--- src/rtl/atm_keypad_entry.sv ---
// atm_keypad_entry
//   Keypad front-end for the ATM control FSM. Turns single-cycle key strobes into
//   an account digit, a PIN digit and a 6-bit amount. Each value is published with
//   a one-cycle valid pulse. Session aborts (card removal, CANCEL, inactivity) are
//   reported on o_abort, and rejected amounts on o_entry_err.
//
//   Handshake: i_key_valid is a one-cycle strobe and i_key_code is sampled in the
//   same cycle. Every output is registered, so each pulse appears in the cycle after
//   the key that caused it. The block has no back-pressure.
//
//   Optional feature macro: ENTRY_TIMEOUT_EN. When it is defined, an inactivity
//   counter aborts the session after TIMEOUT_CYCLES quiet cycles in ACC/PIN/AMT.
//   TIMEOUT_CYCLES exists only in that build. Without the macro, no counter is built.
//   o_dbg_state exposes the FSM state for debug and checkers.
module atm_keypad_entry #(
`ifdef ENTRY_TIMEOUT_EN
   parameter int TIMEOUT_CYCLES = 1000,
`endif
   parameter int MAX_AMOUNT = 63
) (
   input  logic       clk,
   input  logic       rst,
   input  logic       i_card_in,
   input  logic       i_key_valid,
   input  logic [3:0] i_key_code,
   input  logic       i_amt_req,
   output logic [3:0] o_acc_number,
   output logic [3:0] o_pin,
   output logic       o_cred_valid,
   output logic [5:0] o_amount,
   output logic       o_amt_valid,
   output logic       o_entry_err,
   output logic       o_abort,
   output logic       o_busy,
   output logic [2:0] o_dbg_state
);

   typedef enum logic [2:0] {
      S_IDLE = 3'd0,
      S_ACC  = 3'd1,
      S_PIN  = 3'd2,
      S_WAIT = 3'd3,
      S_AMT  = 3'd4
   } state_t;

   localparam logic [6:0] MAX_AMT7 = 7'(MAX_AMOUNT);

   state_t     r_state;
   logic [6:0] r_buf;
   logic [1:0] r_cnt;
   logic [3:0] r_acc_digit;
   logic [3:0] r_acc_number;
   logic [3:0] r_pin;
   logic [5:0] r_amount;
   logic       r_cred_valid;
   logic       r_amt_valid;
   logic       r_entry_err;
   logic       r_abort;
   logic       r_busy;

   logic       w_digit;
   logic       w_enter;
   logic       w_clear;
   logic       w_cancel;
   logic       w_entry;
   logic       w_tmo_hit;
   logic [6:0] w_buf_next;

   assign w_digit    = i_key_valid && (i_key_code <= 4'd9);
   assign w_enter    = i_key_valid && (i_key_code == 4'hA);
   assign w_clear    = i_key_valid && (i_key_code == 4'hB);
   assign w_cancel   = i_key_valid && (i_key_code == 4'hC);
   assign w_entry    = (r_state == S_ACC) || (r_state == S_PIN) || (r_state == S_AMT);
   // At most two digits are accumulated, so the result never exceeds 99.
   assign w_buf_next = 7'(r_buf * 7'd10) + {3'b000, i_key_code};

`ifdef ENTRY_TIMEOUT_EN
   localparam int TW = $clog2(TIMEOUT_CYCLES + 1);
   logic [TW-1:0] r_tmo;

   // Inactivity counter: it runs only in the entry states and restarts on any key.
   always_ff @(posedge clk or posedge rst) begin
      if (rst)
         r_tmo <= '0;
      else if (!w_entry || i_key_valid)
         r_tmo <= '0;
      else
         r_tmo <= r_tmo + 1'b1;
   end

   // A timeout outranks a key that arrives in the same cycle.
   assign w_tmo_hit = w_entry && (r_tmo == TW'(TIMEOUT_CYCLES - 1));
`else
   assign w_tmo_hit = 1'b0;
`endif

   // Main FSM: the state and all registered outputs are updated together.
   always_ff @(posedge clk or posedge rst) begin
      if (rst) begin
         r_state      <= S_IDLE;
         r_buf        <= '0;
         r_cnt        <= '0;
         r_acc_digit  <= '0;
         r_acc_number <= '0;
         r_pin        <= '0;
         r_amount     <= '0;
         r_cred_valid <= 1'b0;
         r_amt_valid  <= 1'b0;
         r_entry_err  <= 1'b0;
         r_abort      <= 1'b0;
         r_busy       <= 1'b0;
      end else begin
         r_cred_valid <= 1'b0;
         r_amt_valid  <= 1'b0;
         r_entry_err  <= 1'b0;
         r_abort      <= 1'b0;
         if (r_state == S_IDLE) begin
            if (i_card_in) begin
               r_state <= S_ACC;
               r_busy  <= 1'b1;
               r_buf   <= '0;
               r_cnt   <= '0;
            end
         end else if (!i_card_in || w_cancel || w_tmo_hit) begin
            // One abort pulse for the event, whichever cause has priority.
            r_abort      <= 1'b1;
            r_state      <= S_IDLE;
            r_busy       <= 1'b0;
            r_buf        <= '0;
            r_cnt        <= '0;
            r_acc_digit  <= '0;
            r_acc_number <= '0;
            r_pin        <= '0;
            r_amount     <= '0;
         end else begin
            case (r_state)
               S_ACC, S_PIN: begin
                  if (w_digit) begin
                     r_buf <= {3'b000, i_key_code};
                     r_cnt <= 2'd1;
                  end else if (w_clear) begin
                     r_buf <= '0;
                     r_cnt <= '0;
                  end else if (w_enter && (r_cnt != 2'd0)) begin
                     r_buf <= '0;
                     r_cnt <= '0;
                     if (r_state == S_ACC) begin
                        r_acc_digit <= r_buf[3:0];
                        r_state     <= S_PIN;
                     end else begin
                        r_acc_number <= r_acc_digit;
                        r_pin        <= r_buf[3:0];
                        r_cred_valid <= 1'b1;
                        r_state      <= S_WAIT;
                     end
                  end
               end
               S_WAIT: begin
                  if (i_amt_req) begin
                     r_state <= S_AMT;
                     r_buf   <= '0;
                     r_cnt   <= '0;
                  end
               end
               S_AMT: begin
                  if (w_digit) begin
                     if (r_cnt < 2'd2) begin
                        r_buf <= w_buf_next;
                        r_cnt <= r_cnt + 2'd1;
                     end
                  end else if (w_clear) begin
                     r_buf <= '0;
                     r_cnt <= '0;
                  end else if (w_enter) begin
                     r_buf <= '0;
                     r_cnt <= '0;
                     if ((r_cnt == 2'd0) || (r_buf > MAX_AMT7)) begin
                        r_entry_err <= 1'b1;
                     end else begin
                        r_amount    <= r_buf[5:0];
                        r_amt_valid <= 1'b1;
                        r_state     <= S_WAIT;
                     end
                  end
               end
               default: begin
                  r_state <= S_IDLE;
                  r_busy  <= 1'b0;
               end
            endcase
         end
      end
   end

   assign o_acc_number = r_acc_number;
   assign o_pin        = r_pin;
   assign o_cred_valid = r_cred_valid;
   assign o_amount     = r_amount;
   assign o_amt_valid  = r_amt_valid;
   assign o_entry_err  = r_entry_err;
   assign o_abort      = r_abort;
   assign o_busy       = r_busy;
   assign o_dbg_state  = r_state;

endmodule

--- config.mk ---
export PLATFORM = sky130hd
export DESIGN_NAME = atm_keypad_entry
export DESIGN_NICKNAME = d
export VERILOG_FILES = /design/src/rtl/atm_keypad_entry.sv
export SDC_FILE = /design/constraint.sdc
export NUM_CORES = 1
export LEC_CHECK = 0
export CORE_UTILIZATION = 58
export CTS_CLUSTER_SIZE = 24
export DETAILED_ROUTE_END_ITERATION = 7
export PLACE_DENSITY = 0.92
export SYNTH_ARGS = -nofsm -noshare
export SYNTH_HDL_FRONTEND = slang
export SYNTH_SLANG_ARGS = --single-unit
--- constraint.sdc ---
create_clock -name clk -period 4.69 [get_ports clk]
set_input_delay 0.938 -clock clk [delete_from_list [all_inputs] [get_ports clk]]
set_output_delay 0.938 -clock clk [all_outputs]
set_load 0.02 [all_outputs]
==> impl_metrics.yaml <==
run_status:
  status: "finished clean"
sta:
  fin_skew_ns: 0.0163
  tightest_slew_ns: 0.617
  fmax_ghz: 0.367
  slew_headroom: 0.587
  fin_setup_tns_ns: 0
  period_share: 0.580
  whs_ns: 0.521
  rsz0062_at_grt: "no"
  period_needed_ns: 2.72
  setup_violations: 0
  hold_viol: 0
  drv_slew: 0
finish:
  area_growth_pct: 20.4
  layout-drive-gt1-share: 0.119
  final_cell_mix: "dfrtp_1, clkdlybuf4s50_1, a22o_1"
  final_nets: 236
  fillerInstances: 253
  n_antenna_cell: 0
  final_common_cell: "dfrtp_1"
route:
  drt_first_pass_iters: 4
  drtIter0Drc: 64
  post-route-drc-count: 0
  viasPerCell: 5.95
  wire_per_inst_um: 15.9
  wl_um: 4200
  ant_nets: 0
  vias: 1572
pwr:
  p_leak_nw: 1.08
  combPwrFrac: 0.379
  seqPwrFrac: 0.393
  p_switching_uw: 357
  p_int_uw: 603
  max-vdd-ir-drop_v: 0.000204
  swShare: 0.372
  power_density_nw_per_um2: 395
  p_clk_frac: 0.228
clock_network:
  cts_resized: 0
  clk_pin_slew_ns: 0.12
  postCtsHoldBufs: 0
  htree_levels: 2
  worstSkewPairLatency_ns: 0.36
  tritoncts: "yes"
  cts_root_buffer: "clkbuf_4"
  cts.sinks: 35
  numCtsBuffers: 5
  clockBufferDepth: 2
  post_cts_buffers: 0
setup_path:
  crit_path_max_fanout: 17
  cpPeakStageDelay_ns: 0.71
  cp.required_ns: 3.75
  cp-end-kind: "output pin"
  cp_top_family: "flip-flops"
  cp_num_cells: 1
  cp-start-kind: "flip-flop"
  rr_worst_depth: 5
  rrSetupSlack_ns: 2.30
  crit_arrival_ns: 1.78
  crit_type: "reg -> out"
  slowest_stage: "dfrtp_1"
  rr_startpoint: "o_dbg_state[2]$_DFFE_PP0P_"
  reg2reg_to: "r_buf[3]$_DFFE_PP0P_"
  crit_buf_inv: 1
  crit_chain: "clkdlybuf4s50_1"
hold_path:
  hold_path_startpoint: "o_pin[0]$_DFFE_PP0P_"
  hold_class: "reg -> reg"
  hold_depth: 1
  timing.hold.worst_endpoint: "o_pin[0]$_DFFE_PP0P_"
flow_run:
  max-cap-violations: 0
floorplanning:
  num_rows: 21
  pin_count: 31
  die_h_um: 61.0
  die_w_um: 61.0
  core_area_um2: 3340
  die_area_um2: 3720
  start_util: 0.604
synthesis:
  yosysSeqAreaShare: 0.434
  ys_seq_elements: 35
  yosysTopAreaCell: "dfrtp_1"
  synth_cells: 185
  synth_top_family_by_area: "compound AO/OA/AOI/OAI gates"
  synth_area_um2: 2020
  synth_xor_area_frac: 0.0347
  avgSynthCellArea_um2: 10.9
  synthSimpleGateAreaFrac: 0.122
  synth_cell_types: 47
  ys_warn_count: 0
  synthAdderAreaFrac: 0.0794
  synth.top_cell.area_share: 0.434
  syn_nets: 204
  synth.top_cells.by_area: "dfrtp_1, a22o_1, mux2_4, ha_1, inv_1"
  synthFlopType: "dfrtp_1"
  synth-compound-area-share: 0.211
  synth_edf_count: 0
  synth_mux_area_frac: 0.0751
  async_flop_share: 1.00
place:
  hpwl_um: 3030
  gp_congestion: 0.881
  io_buffer_count: 30
global_route:
  grt_pass1_vias: 1470
  grt_overflow: 0
  grt_pass1_wl_um: 6960
  grt_max_degree: 36
  track_usage: 0.262
  antenna_found_initial: 0
[area by class of cell]
class	instances	area [um2]	area share
Clock buffer	5	37.5	0.0155
Multi-Input combinational cell	131	1050	0.434
Tap cell	46	57.6	0.0237
Sequential cell	35	876	0.361
Inverter	12	45.0	0.0185
Timing Repair Buffer	32	315	0.130
Clock inverter	3	43.8	0.0180
[power by group through the flow]
stage / Combinational, mW / Clock [mW] / Sequential [mW]
floorplan: 0.278 / 0 / 0.373
global placement: 0.351 / 0 / 0.382
detailed placement: 0.361 / 0 / 0.383
CTS: 0.363 / 0.220 / 0.378
global route: 0.401 / 0.234 / 0.383
finish: 0.363 / 0.219 / 0.377
[per-layer routing]
metal / part of all wire / GRT usage / vias up
met5: 0 / 0 / -
met2: 0.50 / 0.436 / 40
met3: 0.038 / 0.0640 / 3
li1: - / - / 752
met4: 0.0081 / 0.0714 / 0
met1: 0.45 / 0.343 / 777
[worst max-delay path by stage]
stage	start	endpoint	slack [ns]
after floorplan	i_key_code[1]	r_buf[3]$_DFFE_PP0P_	2.28
after global placement	i_key_code[1]	r_buf[3]$_DFFE_PP0P_	1.67
after detailed placement	i_key_code[1]	r_buf[3]$_DFFE_PP0P_	1.62
after CTS	i_key_code[1]	r_buf[3]$_DFFE_PP0P_	1.98
after global routing	i_key_code[1]	r_buf[3]$_DFFE_PP0P_	1.86
final	o_dbg_state[1]$_DFFE_PP0P_	o_dbg_state[1]	1.97
[logic make-up (layout without fill, tap and decap cells)]
group                      Yosys count  after routing
and+or+nand+nor                     46             46
muxes                               11             11
xor gates and xnor gates             8              8
buffers and inverters               19             52
adders and majority gates           12             12
AOI/OAI and AO/OA                   54             54
DFF                                 35             35
[stage by stage]
| step | instances | power [mW] | utilization | cell area (um2) | setup slack (ns) |
|---|---|---|---|---|---|
| global route | 264 | 1.02 | 0.728 | 2430 | 1.86 |
| detailed placement | 256 | 0.744 | 0.703 | 2350 | 1.62 |
| global placement | 256 | 0.733 | 0.703 | 2350 | 1.67 |
| floorplan | 185 | 0.651 | - | 2020 | 2.28 |
| CTS | 264 | 0.961 | 0.728 | 2430 | 1.98 |
| finish | 264 | 0.959 | 0.728 | 2430 | 1.97 |
[registers in the layout (all words and copies together), names as in the netlist]
register      count
o_amt_valid       1
r_buf             7
o_cred_valid      1
r_cnt             2
o_entry_err       1
r_acc_digit       4
o_acc_number      4
o_abort           1
o_busy            1
o_amount          6
o_pin             4
o_dbg_state       3
[synth_stat cells, types with 2 or more instances]
| master | n |
|---|---|
| dfrtp_1 | 35 |
| nor2b_1 | 2 |
| xnor2_1 | 5 |
| nor4_1 | 3 |
| nand3_1 | 5 |
| ha_1 | 8 |
| mux2_4 | 8 |
| o21ai_1 | 4 |
| inv_1 | 12 |
| clkbuf_1 | 4 |
| nand2b_1 | 3 |
| xor2_1 | 3 |
| nand2_1 | 7 |
| a22o_1 | 21 |
| maj3_1 | 2 |
| mux2i_1 | 2 |
| a311oi_1 | 2 |
| or3_1 | 2 |
| a21oi_1 | 5 |
| fa_1 | 2 |
| o21a_1 | 2 |
| o21ai_0 | 5 |
| buf_6 | 2 |
| nor2_1 | 12 |
| a21o_1 | 3 |
| a22oi_1 | 3 |
| nor3_1 | 3 |
(Power assumes the default switching activity.)
